`src/rtl/ir_rx_fifo.sv`:
```
// Manchester IR receiver with 16x oversampling, frame FIFO and CSR access.
// Frames are pushed right-aligned; software pops by writing DATA.
module ir_rx_fifo #(
    parameter logic [3:0]  csr_addr   = 4'h0,
    parameter int unsigned clk_freq   = 100000000,
    parameter int unsigned bit_rate   = 596,
    parameter int unsigned frame_bits = 14,
    parameter int unsigned fifo_aw    = 2,
    parameter bit          rx_invert  = 1'b0
) (
    input  logic        sys_clk,
    input  logic        sys_rst_n,
    input  logic [14:0] csr_a,
    input  logic        csr_we,
    input  logic [31:0] csr_di,
    output logic [31:0] csr_do,
    output logic        rx_irq,
    input  logic        rx
);

    localparam int unsigned Div      = clk_freq / bit_rate / 16;
    localparam logic [15:0] DivM1    = 16'(Div - 1);
    localparam int unsigned Depth    = 2 ** fifo_aw;
    localparam logic [5:0]  LastIdx  = 6'(frame_bits - 1);
    localparam logic [fifo_aw:0] FullLevel = {1'b1, {fifo_aw{1'b0}}};

    typedef enum logic [1:0] {StIdle, StStart, StBits, StGap} state_e;

    logic [15:0] cnt_q, cnt_d;
    logic        tick;
    logic        rx_meta_q, rxs_q;

    state_e      state_q, state_d;
    logic [3:0]  ph_q, ph_d;
    logic [5:0]  idx_q, idx_d;
    logic [31:0] sr_q, sr_d;
    logic        a_q, a_d;
    logic        push, man_err;

    logic [31:0]        mem_q [Depth];
    logic [fifo_aw-1:0] wr_ptr_q, rd_ptr_q;
    logic [fifo_aw:0]   level_q, level_d;
    logic               sel, wr, pop, full, push_ok, ovf_set;

    logic        en_q, en_d, irq_en_q, irq_en_d;
    logic        ovf_q, ovf_d, err_q, err_d;
    logic [7:0]  err_cnt_q, err_cnt_d;
    logic [31:0] rdata;
    logic        unused_bits;

    assign unused_bits = ^{csr_a[9:2], csr_di[31:18], csr_di[15:2]};

    assign tick  = (cnt_q == 16'd0);
    assign cnt_d = tick ? DivM1 : cnt_q - 16'd1;

    // Receiver: ph counts ticks within a bit cell; samples at quarter points.
    always_comb begin
        state_d = state_q;
        ph_d    = ph_q;
        idx_d   = idx_q;
        sr_d    = sr_q;
        a_d     = a_q;
        push    = 1'b0;
        man_err = 1'b0;
        if (!en_q) begin
            state_d = StIdle;
        end else if (tick) begin
            ph_d = ph_q + 4'd1;
            case (state_q)
                StIdle: begin
                    if (rxs_q) begin
                        ph_d    = 4'd8;
                        sr_d    = '0;
                        state_d = StStart;
                    end
                end
                StStart: begin
                    if (ph_q == 4'd12) begin
                        if (!rxs_q) begin
                            state_d = StIdle;
                        end else begin
                            state_d = StBits;
                            idx_d   = 6'd1;
                        end
                    end
                end
                StBits: begin
                    if (ph_q == 4'd4) a_d = rxs_q;
                    if (ph_q == 4'd12) begin
                        if (a_q == rxs_q) begin
                            man_err = 1'b1;
                            state_d = StIdle;
                        end else begin
                            sr_d = {sr_q[30:0], rxs_q};
                            if (idx_q == LastIdx) begin
                                push    = 1'b1;
                                state_d = StGap;
                            end else begin
                                idx_d = idx_q + 6'd1;
                            end
                        end
                    end
                end
                StGap: begin
                    if (!rxs_q) state_d = StIdle;
                end
                default: state_d = StIdle;
            endcase
        end
    end

    assign sel     = (csr_a[14:10] == {1'b0, csr_addr});
    assign wr      = sel & csr_we;
    assign pop     = wr & (csr_a[1:0] == 2'd0) & (level_q != '0);
    assign full    = (level_q == FullLevel);
    // A same-cycle pop frees the slot the push lands in.
    assign push_ok = push & (~full | pop);
    assign ovf_set = push & full & ~pop;

    always_comb begin
        level_d = level_q;
        if (push_ok && !pop) level_d = level_q + 1'b1;
        else if (!push_ok && pop) level_d = level_q - 1'b1;
    end

    always_comb begin
        en_d      = en_q;
        irq_en_d  = irq_en_q;
        ovf_d     = ovf_q;
        err_d     = err_q;
        err_cnt_d = err_cnt_q;
        if (wr && csr_a[1:0] == 2'd1) begin
            if (csr_di[16]) ovf_d = 1'b0;
            if (csr_di[17]) begin
                err_d     = 1'b0;
                err_cnt_d = 8'd0;
            end
        end
        if (wr && csr_a[1:0] == 2'd2) begin
            en_d     = csr_di[0];
            irq_en_d = csr_di[1];
        end
        if (ovf_set) ovf_d = 1'b1;
        if (man_err) begin
            err_d = 1'b1;
            if (err_cnt_d != 8'hff) err_cnt_d = err_cnt_d + 8'd1;
        end
    end

    always_comb begin
        rdata = '0;
        if (sel) begin
            case (csr_a[1:0])
                2'd0: rdata = (level_q != '0) ? mem_q[rd_ptr_q] : 32'd0;
                2'd1: begin
                    rdata[fifo_aw:0] = level_q;
                    rdata[15:8]      = err_cnt_q;
                    rdata[16]        = ovf_q;
                    rdata[17]        = err_q;
                end
                2'd2: rdata = {30'd0, irq_en_q, en_q};
                default: rdata = '0;
            endcase
        end
    end

    always_ff @(posedge sys_clk) begin
        if (push_ok) mem_q[wr_ptr_q] <= sr_d;
    end

    always_ff @(posedge sys_clk or negedge sys_rst_n) begin
        if (!sys_rst_n) begin
            cnt_q     <= DivM1;
            rx_meta_q <= 1'b0;
            rxs_q     <= 1'b0;
            state_q   <= StIdle;
            ph_q      <= 4'd0;
            idx_q     <= 6'd0;
            sr_q      <= '0;
            a_q       <= 1'b0;
            wr_ptr_q  <= '0;
            rd_ptr_q  <= '0;
            level_q   <= '0;
            en_q      <= 1'b1;
            irq_en_q  <= 1'b1;
            ovf_q     <= 1'b0;
            err_q     <= 1'b0;
            err_cnt_q <= 8'd0;
            csr_do    <= '0;
            rx_irq    <= 1'b0;
        end else begin
            cnt_q     <= cnt_d;
            rx_meta_q <= rx ^ rx_invert;
            rxs_q     <= rx_meta_q;
            state_q   <= state_d;
            ph_q      <= ph_d;
            idx_q     <= idx_d;
            sr_q      <= sr_d;
            a_q       <= a_d;
            if (push_ok) wr_ptr_q <= wr_ptr_q + 1'b1;
            if (pop) rd_ptr_q <= rd_ptr_q + 1'b1;
            level_q   <= level_d;
            en_q      <= en_d;
            irq_en_q  <= irq_en_d;
            ovf_q     <= ovf_d;
            err_q     <= err_d;
            err_cnt_q <= err_cnt_d;
            csr_do    <= rdata;
            rx_irq    <= irq_en_q & (level_q != '0);
        end
    end

endmodule

```
`config.mk`:
```
export PLATFORM = sky130hd
export DESIGN_NAME = ir_rx_fifo
export DESIGN_NICKNAME = d
export VERILOG_FILES = /design/src/rtl/ir_rx_fifo.sv
export SDC_FILE = /design/constraint.sdc
export NUM_CORES = 1
export LEC_CHECK = 0
export ABC_CLOCK_PERIOD_IN_PS = 3960
export CORE_MARGIN = 1
export CORE_UTILIZATION = 30
export CTS_CLUSTER_DIAMETER = 50
export CTS_CLUSTER_SIZE = 30
export DETAILED_ROUTE_END_ITERATION = 7
export PLACE_DENSITY = 0.57
export SYNTH_ARGS = -nofsm -noshare
export SYNTH_HDL_FRONTEND = slang
export SYNTH_SLANG_ARGS = --single-unit
export TNS_END_PERCENT = 20
```
`constraint.sdc`:
```
create_clock -name sys_clk -period 3.96 [get_ports sys_clk]
set_input_delay 0.792 -clock sys_clk [delete_from_list [all_inputs] [get_ports sys_clk]]
set_output_delay 0.792 -clock sys_clk [all_outputs]
set_load 0.005 [all_outputs]
```
======== Yosys cells after proc, flatten, opt, wreduce, memory -nomap -nowiden ========
Memory sizes are Yosys's and may differ from the RTL's.
Cells that the tools add are included.
cells by class
  $add $sub $neg .......................... 8
  bitwise operators ....................... 10
  eq/ne operators ......................... 22
  reductions and logical operators ........ 23
  muxes and demuxes ....................... 56
operator list
  kind                                                count
  2-to-1 mux 32 bit                                   7
  one-hot mux 32 bit (2 select lines)                 1
  2-to-1 mux 8 bit                                    4
  2-to-1 mux 6 bit                                    5
  one-hot mux 10 bit (2 select lines)                 1
  2-to-1 mux 1 bit                                    19
  2-to-1 mux 2 bit                                    9
  zero test 16 bit                                    1
  2-to-1 mux 16 bit                                   1
  subtractor 16 x 1 -> 16 bit, second input constant  1
  2-to-1 mux 14 bit                                   1
  inequality test 2 bit, second input constant        6
  inequality test 3 bit, second input constant        4
  one-hot mux 6 bit (2 select lines)                  1
  nonzero test 2 bit                                  6
  one-hot mux 3 bit (3 select lines)                  1
  adder 8 x 1 -> 8 bit, second input constant         1
  2-to-1 mux 4 bit                                    2
  inequality test 8 bit, second input constant        1
  one-hot mux 2 bit (4 select lines)                  1
  AND reduction 8 bit                                 1
  bitwise AND 1 bit                                   7
  adder 6 x 1 -> 6 bit, second input constant         1
  equality test 2 bit, second input constant          3
  23 further kinds                                    34
storage, ports and cells
  RAM bits ................................ 128
  output and inout port bits .............. 33
  bits in registers ....................... 115
  memories ................................ 1
  logic and storage cells ................. 138
  input port bits ......................... 51
memory list
  name   words  width  read ports  clocked after memory_dff  wr ports  RTL line  source
  mem_q  4      32     1           0                         1         40        logic [31:0] mem_q [Depth];

======== Longest topological paths before layout ========
  word-level depth ........................ 12
  depth in mapped cells ................... 11
  depth with buffers taken out ............ 11

======== Worst setup path after synthesis ========
OpenSTA, ideal clock, no wires.
  path kind ............................... input to register
  start ................................... in csr_a[10]
  end ..................................... mem mem_q[0][0] (enable)
  setup slack ............................. 0.526 ns
  path buffers ............................ 0
  stages .................................. 5
  data required time ...................... 3.568 ns
  arrival ................................. 3.042 ns
  setup time .............................. 0.392 ns
  cells stage by stage .................... nor4_1 -> nand3_1 -> o311a_1 -> nor4_4 -> and2_1
on the way
  longest elaborated chain between the ends .. 8
ends and longest elaborated chain
  item                                    RTL line  source
  start: declaration                      13        input logic [14:0] csr_a,
  zero test 5 bit                         112       assign sel = (csr_a[14:10] == {1'b0, csr_addr});
  bitwise AND 1 bit                       113       assign wr = sel & csr_we;
  bitwise AND 1 bit (2 in a row)          114       assign pop = wr & (csr_a[1:0] == 2'd0) & (level_q != '0);
  OR 1 bit                                117       assign push_ok = push & (~full | pop);
  bitwise AND 1 bit                       117
  named net push_ok                       43        logic sel, wr, pop, full, push_ok, ovf_set;
  2-to-1 mux 1 bit                        168       if (push_ok) mem_q[wr_ptr_q] <= sr_d;
  2-to-1 mux 1 bit (implied by the code)  168
  end: declaration                        40
The timed path passes the listed nets, and every way through them passes these cells.

======== Worst setup path after layout ========
  start ................................... reg cnt_q[9]
  end ..................................... reg level_q[2]
on the way
  longest elaborated chain between the ends .. 7
  elaborated cells between the ends (all ways) .. 9
  those cells by class .................... mux (3); bitwise (1); reduce/logical (5)
ends and longest elaborated chain
  item                          RTL line  source
  start: declaration            29        logic [15:0] cnt_q, cnt_d;
  start signal: assignment      173       cnt_q <= DivM1;
  start signal: assignment      192       cnt_q <= cnt_d;
  zero test 16 bit *            53        assign tick = (cnt_q == 16'd0);
  2-to-1 mux 1 bit *            67        end else if (tick) begin
  2-to-1 mux 1 bit *            65        if (!en_q) begin
  bitwise AND 1 bit *           117
  named net push_ok             43
  zero test 1 bit               123       else if (!push_ok && pop) level_d = level_q - 1'b1;
  logical AND 1 bit             123
  nonzero test 2 bit (no line)  --
  end signal: assignment        202       level_q <= level_d;
  end: declaration              42        logic [fifo_aw:0] level_q, level_d;
The timed path passes the listed nets; every way through them passes the cells marked *.
A chain may end at the register's enable or synchronous reset.

==> results.py <==
metrics = {
    "clock_tree": {
        "cts_num_sinks": 243,
        "clock-root-buffer": "clkbuf_16",
        "cts-hold-fix-buffers": 0,
        "clkLatencyLatePin_ns": 0.54,
        "post-cts-setup-buffer-count": 0,
        "path_clk_slew_ns": 0.07,
        "cts_tree": "done",
        "cts_resized": 0,
        "clk_path_buf_depth": 3,
        "cts_made_buffers": 24,
        "htreeDepth": 1,
    },
    "power": {
        "irDropWorstVdd_mv": 0.285,
        "internal_power_mw": 3.94,
        "combPwrFrac_pct": 2.5,
        "p_per_area_nw_per_um2": 442,
        "seqPwrFrac_pct": 51.9,
        "power.share.switching_pct": 24.0,
        "clkPwrFrac_pct": 45.6,
        "p_leak_nw": 4.70,
        "power.switching_mw": 1.24,
    },
    "logic_synthesis": {
        "yosys.cell_types.count": 60,
        "synth-seq-cells": 243,
        "syn_nets": 691,
        "synthesis.area_sq_um": 9760,
        "synth_flop_cell": "edfxtp_1",
        "async_reset_ff_share_pct": 47.3,
        "syn_avg_cell_area_sq_um": 15.6,
        "yosysSeqAreaShare_pct": 69.0,
        "yosysWarningCount": 0,
        "synth_edf_count": 128,
        "postSynthCellCount": 627,
    },
    "critical_path": {
        "max_stage_delay_ns": 0.57,
        "setup.worst_path.start": "cnt_q[9]",
        "end_kind": "register",
        "required_ns": 4.40,
        "worst_path_max_delay_cell": "or4_4",
        "crit_top_cell": "xor2_1",
        "path_cells": "or4_4 > or3_1 > or3_4 > nor4_4 > ha_1 > inv_1 > fa_1 > xor2_1 > nor2_1 > xor2_1",
        "worstSetupPathType": "reg2reg",
        "crit_fanout": 9,
        "worstPathArrival_ns": 3.73,
        "rr_startpoint": "cnt_q[9]",
        "start_kind": "register",
    },
    "timing": {
        "post-route-period-util_pct": 83.3,
        "relSlewSlack_pct": 39.9,
        "hold_viol": 0,
        "tightest_slew_ns": 0.898,
        "fmax_mhz": 303,
        "min_period_ns": 3.30,
        "finalMaxSlewViolations": 0,
        "setup_viol": 0,
        "fin_skew_ns": 0.0395,
        "timing.hold.ws_ns": 0.353,
        "setup_tns_ns": 0,
        "rsz0062_at_grt": "false",
    },
    "grt": {
        "track_usage_pct": 12.8,
        "overflow": 0,
        "grt_pass1_wl_microns": 32900,
        "antenna_found_initial": 0,
        "grt_max_degree": 64,
        "grt_pass1_vias": 5584,
    },
    "hold_path": {
        "hold_start": "rx_meta_q",
        "hold_path_class": "reg2reg",
    },
    "finish": {
        "final_cells": 1141,
        "drive_gt1_share_pct": 17.3,
        "fin_util_pct": 36.8,
        "finalNetCount": 752,
        "diodes": 0,
        "area_growth_pct": 20.1,
        "fill_cells": 2976,
    },
    "job": {
        "cap_violations": 0,
    },
    "floorplan": {
        "io_pins": 84,
        "start_util_pct": 30.7,
        "fp.coreArea_sq_um": 31800,
        "rows": 65,
        "dieWidth_microns": 182,
        "die_h_microns": 182,
        "die_area_sq_um": 33200,
    },
    "place": {
        "gp_congestion": 0.832,
        "io_buffers": 47,
        "hpwl_microns": 12500,
        "dpl.cell_count": 1097,
    },
    "drt": {
        "routed_wl_microns": 20400,
        "wl_per_cell_microns": 17.9,
        "routed_via_density": 4.81,
        "ant_nets": 0,
        "drc": 0,
        "drtPass1Iterations": 4,
        "detail_route.iter0.violations": 380,
        "vias": 5491,
    },
    "outcome": {
        "outcome": "complete, no violations",
    },
}
-- worst paths after layout --
path	slack, ns	cells after the start	end
hold / removal	0.35	0	rxs_q
max in group asynchronous	2.77	2	cnt_q[6]
setup reg to reg	0.66	10	level_q[2]
hold reg to reg	0.35	0	rxs_q
min in group asynchronous	0.37	1	csr_do[25]
setup / recovery	0.66	10	level_q[2]
-- routing by layer --
metal | up-vias | global-route usage (%) | part of all wire, %
li1 | 2552 | - | -
met1 | 2801 | 17.6 | 46
met2 | 106 | 20.9 | 47
met3 | 32 | 2.02 | 4.3
met4 | 0 | 3.36 | 2.2
met5 | - | 0 | 0
-- per-stage QoR --
step / instance area (sq um) / total power, mW / setup WS (ns)
global route: 11700 / 5.37 / 0.468
global placement: 10900 / 2.88 / 0.325
CTS: 11700 / 5.25 / 0.628
finish: 11700 / 5.18 / 0.663
detailed placement: 10900 / 2.88 / 0.220
floorplan: 9760 / 2.80 / 0.526
-- power by group through the flow --
| stage | logic, mW | clock network, mW | registers [mW] |
|---|---|---|---|
| 6_report | 0.130 | 2.36 | 2.69 |
| 5_1_grt | 0.144 | 2.53 | 2.69 |
| 4_1_cts | 0.135 | 2.42 | 2.69 |
| 3_5_place_dp | 0.135 | 0 | 2.74 |
| 3_3_place_gp | 0.133 | 0 | 2.75 |
| 2_1_floorplan | 0.0902 | 0 | 2.71 |
-- cells in the mapped netlist, types with 2 or more instances --
master	count	area (sq um)
buf_1	3	11.3
dfstp_2	10	263
nor2b_1	6	37.5
o2111ai_1	2	17.5
nor3_1	18	90.1
o31ai_1	4	30.0
nand2_1	25	93.8
and2_1	15	93.8
mux4_2	32	721
nand2b_1	8	50.1
nand3_1	15	75.1
a22o_1	42	368
mux2_2	4	45.0
nor3b_1	4	30.0
inv_1	14	52.6
a31oi_1	3	18.8
xnor2_1	13	114
nand4_1	6	37.5
nor4b_1	3	26.3
nor2_1	21	78.8
and3_1	24	150
ha_1	12	150
and4b_1	2	20.0
o211ai_1	2	15.0
edfxtp_1	128	3840
a22oi_1	3	22.5
or3_1	4	25.0
nor4_1	6	37.5
buf_2	3	15.0
or2_2	3	18.8
xor2_1	4	35.0
o21ai_0	17	85.1
clkbuf_1	23	86.3
a41oi_1	3	26.3
a211oi_1	6	45.0
dfrtp_1	105	2630
or3b_2	2	17.5
a21oi_1	10	50.1
-- final cells by class --
cell class	count	area (sq um)	area share, %
well taps	435	544	4.65
clock buffers	25	614	5.24
multi-input cells	340	2870	24.5
repair buffers	65	666	5.68
flip-flops and latches	243	6740	57.5
inverters	14	52.6	0.449
clock inverters	19	233	1.99
-- placed cells by master, fill, tap and decap left out, types with 3 or more instances in the layout --
cell type,n
or2_2,3
or3_1,4
inv_6,5
dfstp_2,10
ha_1,12
inv_1,14
xor2_1,4
edfxtp_1,128
a22o_1,42
nand2b_1,8
and2_1,15
and3_1,24
mux4_2,32
xnor2_1,13
nor4b_1,3
nand4_1,6
nor2b_1,6
nor4_1,6
a21oi_1,10
clkinv_8,7
buf_12,5
dfrtp_1,104
inv_8,4
a22oi_1,3
a31oi_1,3
nand3_1,15
o21ai_0,17
nor3_1,17
o31ai_1,4
nor2_1,21
clkdlybuf4s50_1,46
a211oi_1,6
clkbuf_16,24
buf_4,14
a41oi_1,3
nand2_1,25
mux2_2,4
nor3b_1,4
-- state kept, by name (all words and copies together) (netlist names) --
signal and cells:
a_q 1, cnt_q 16, csr_do 32, en_q 1, err_cnt_q 8, err_q 1, idx_q 6, irq_en_q 1
level_q 3, mem_q 128, ovf_q 1, ph_q 4, rd_ptr_q 2, rx_irq 1, rx_meta_q 1, rxs_q 1
sr_q 32, state_q 2, wr_ptr_q 2
-- logic make-up (layout without fill, tap and decap cells) --
group,after synthesis,after routing,synth area share [%]
AO/OA/AOI/OAI,103,103,7.91
XOR/XNOR,17,17,1.53
adder cells (fa/ha/maj),13,13,1.74
buffers and inverters,44,123,1.81
flip-flops,243,243,69.0
multiplexers,37,37,8.00
AND/OR/NAND/NOR,170,170,9.98
-- critical path: cells and delay by family, from the launching register on --
family | cells | cell delay (ns)
simple gates | 5 | 1.83
fa+ha+maj | 2 | 0.60
flops | 1 | 0.41
xor+xnor | 2 | 0.32
buf+inv | 1 | 0.06
(Power assumes the default switching activity.)
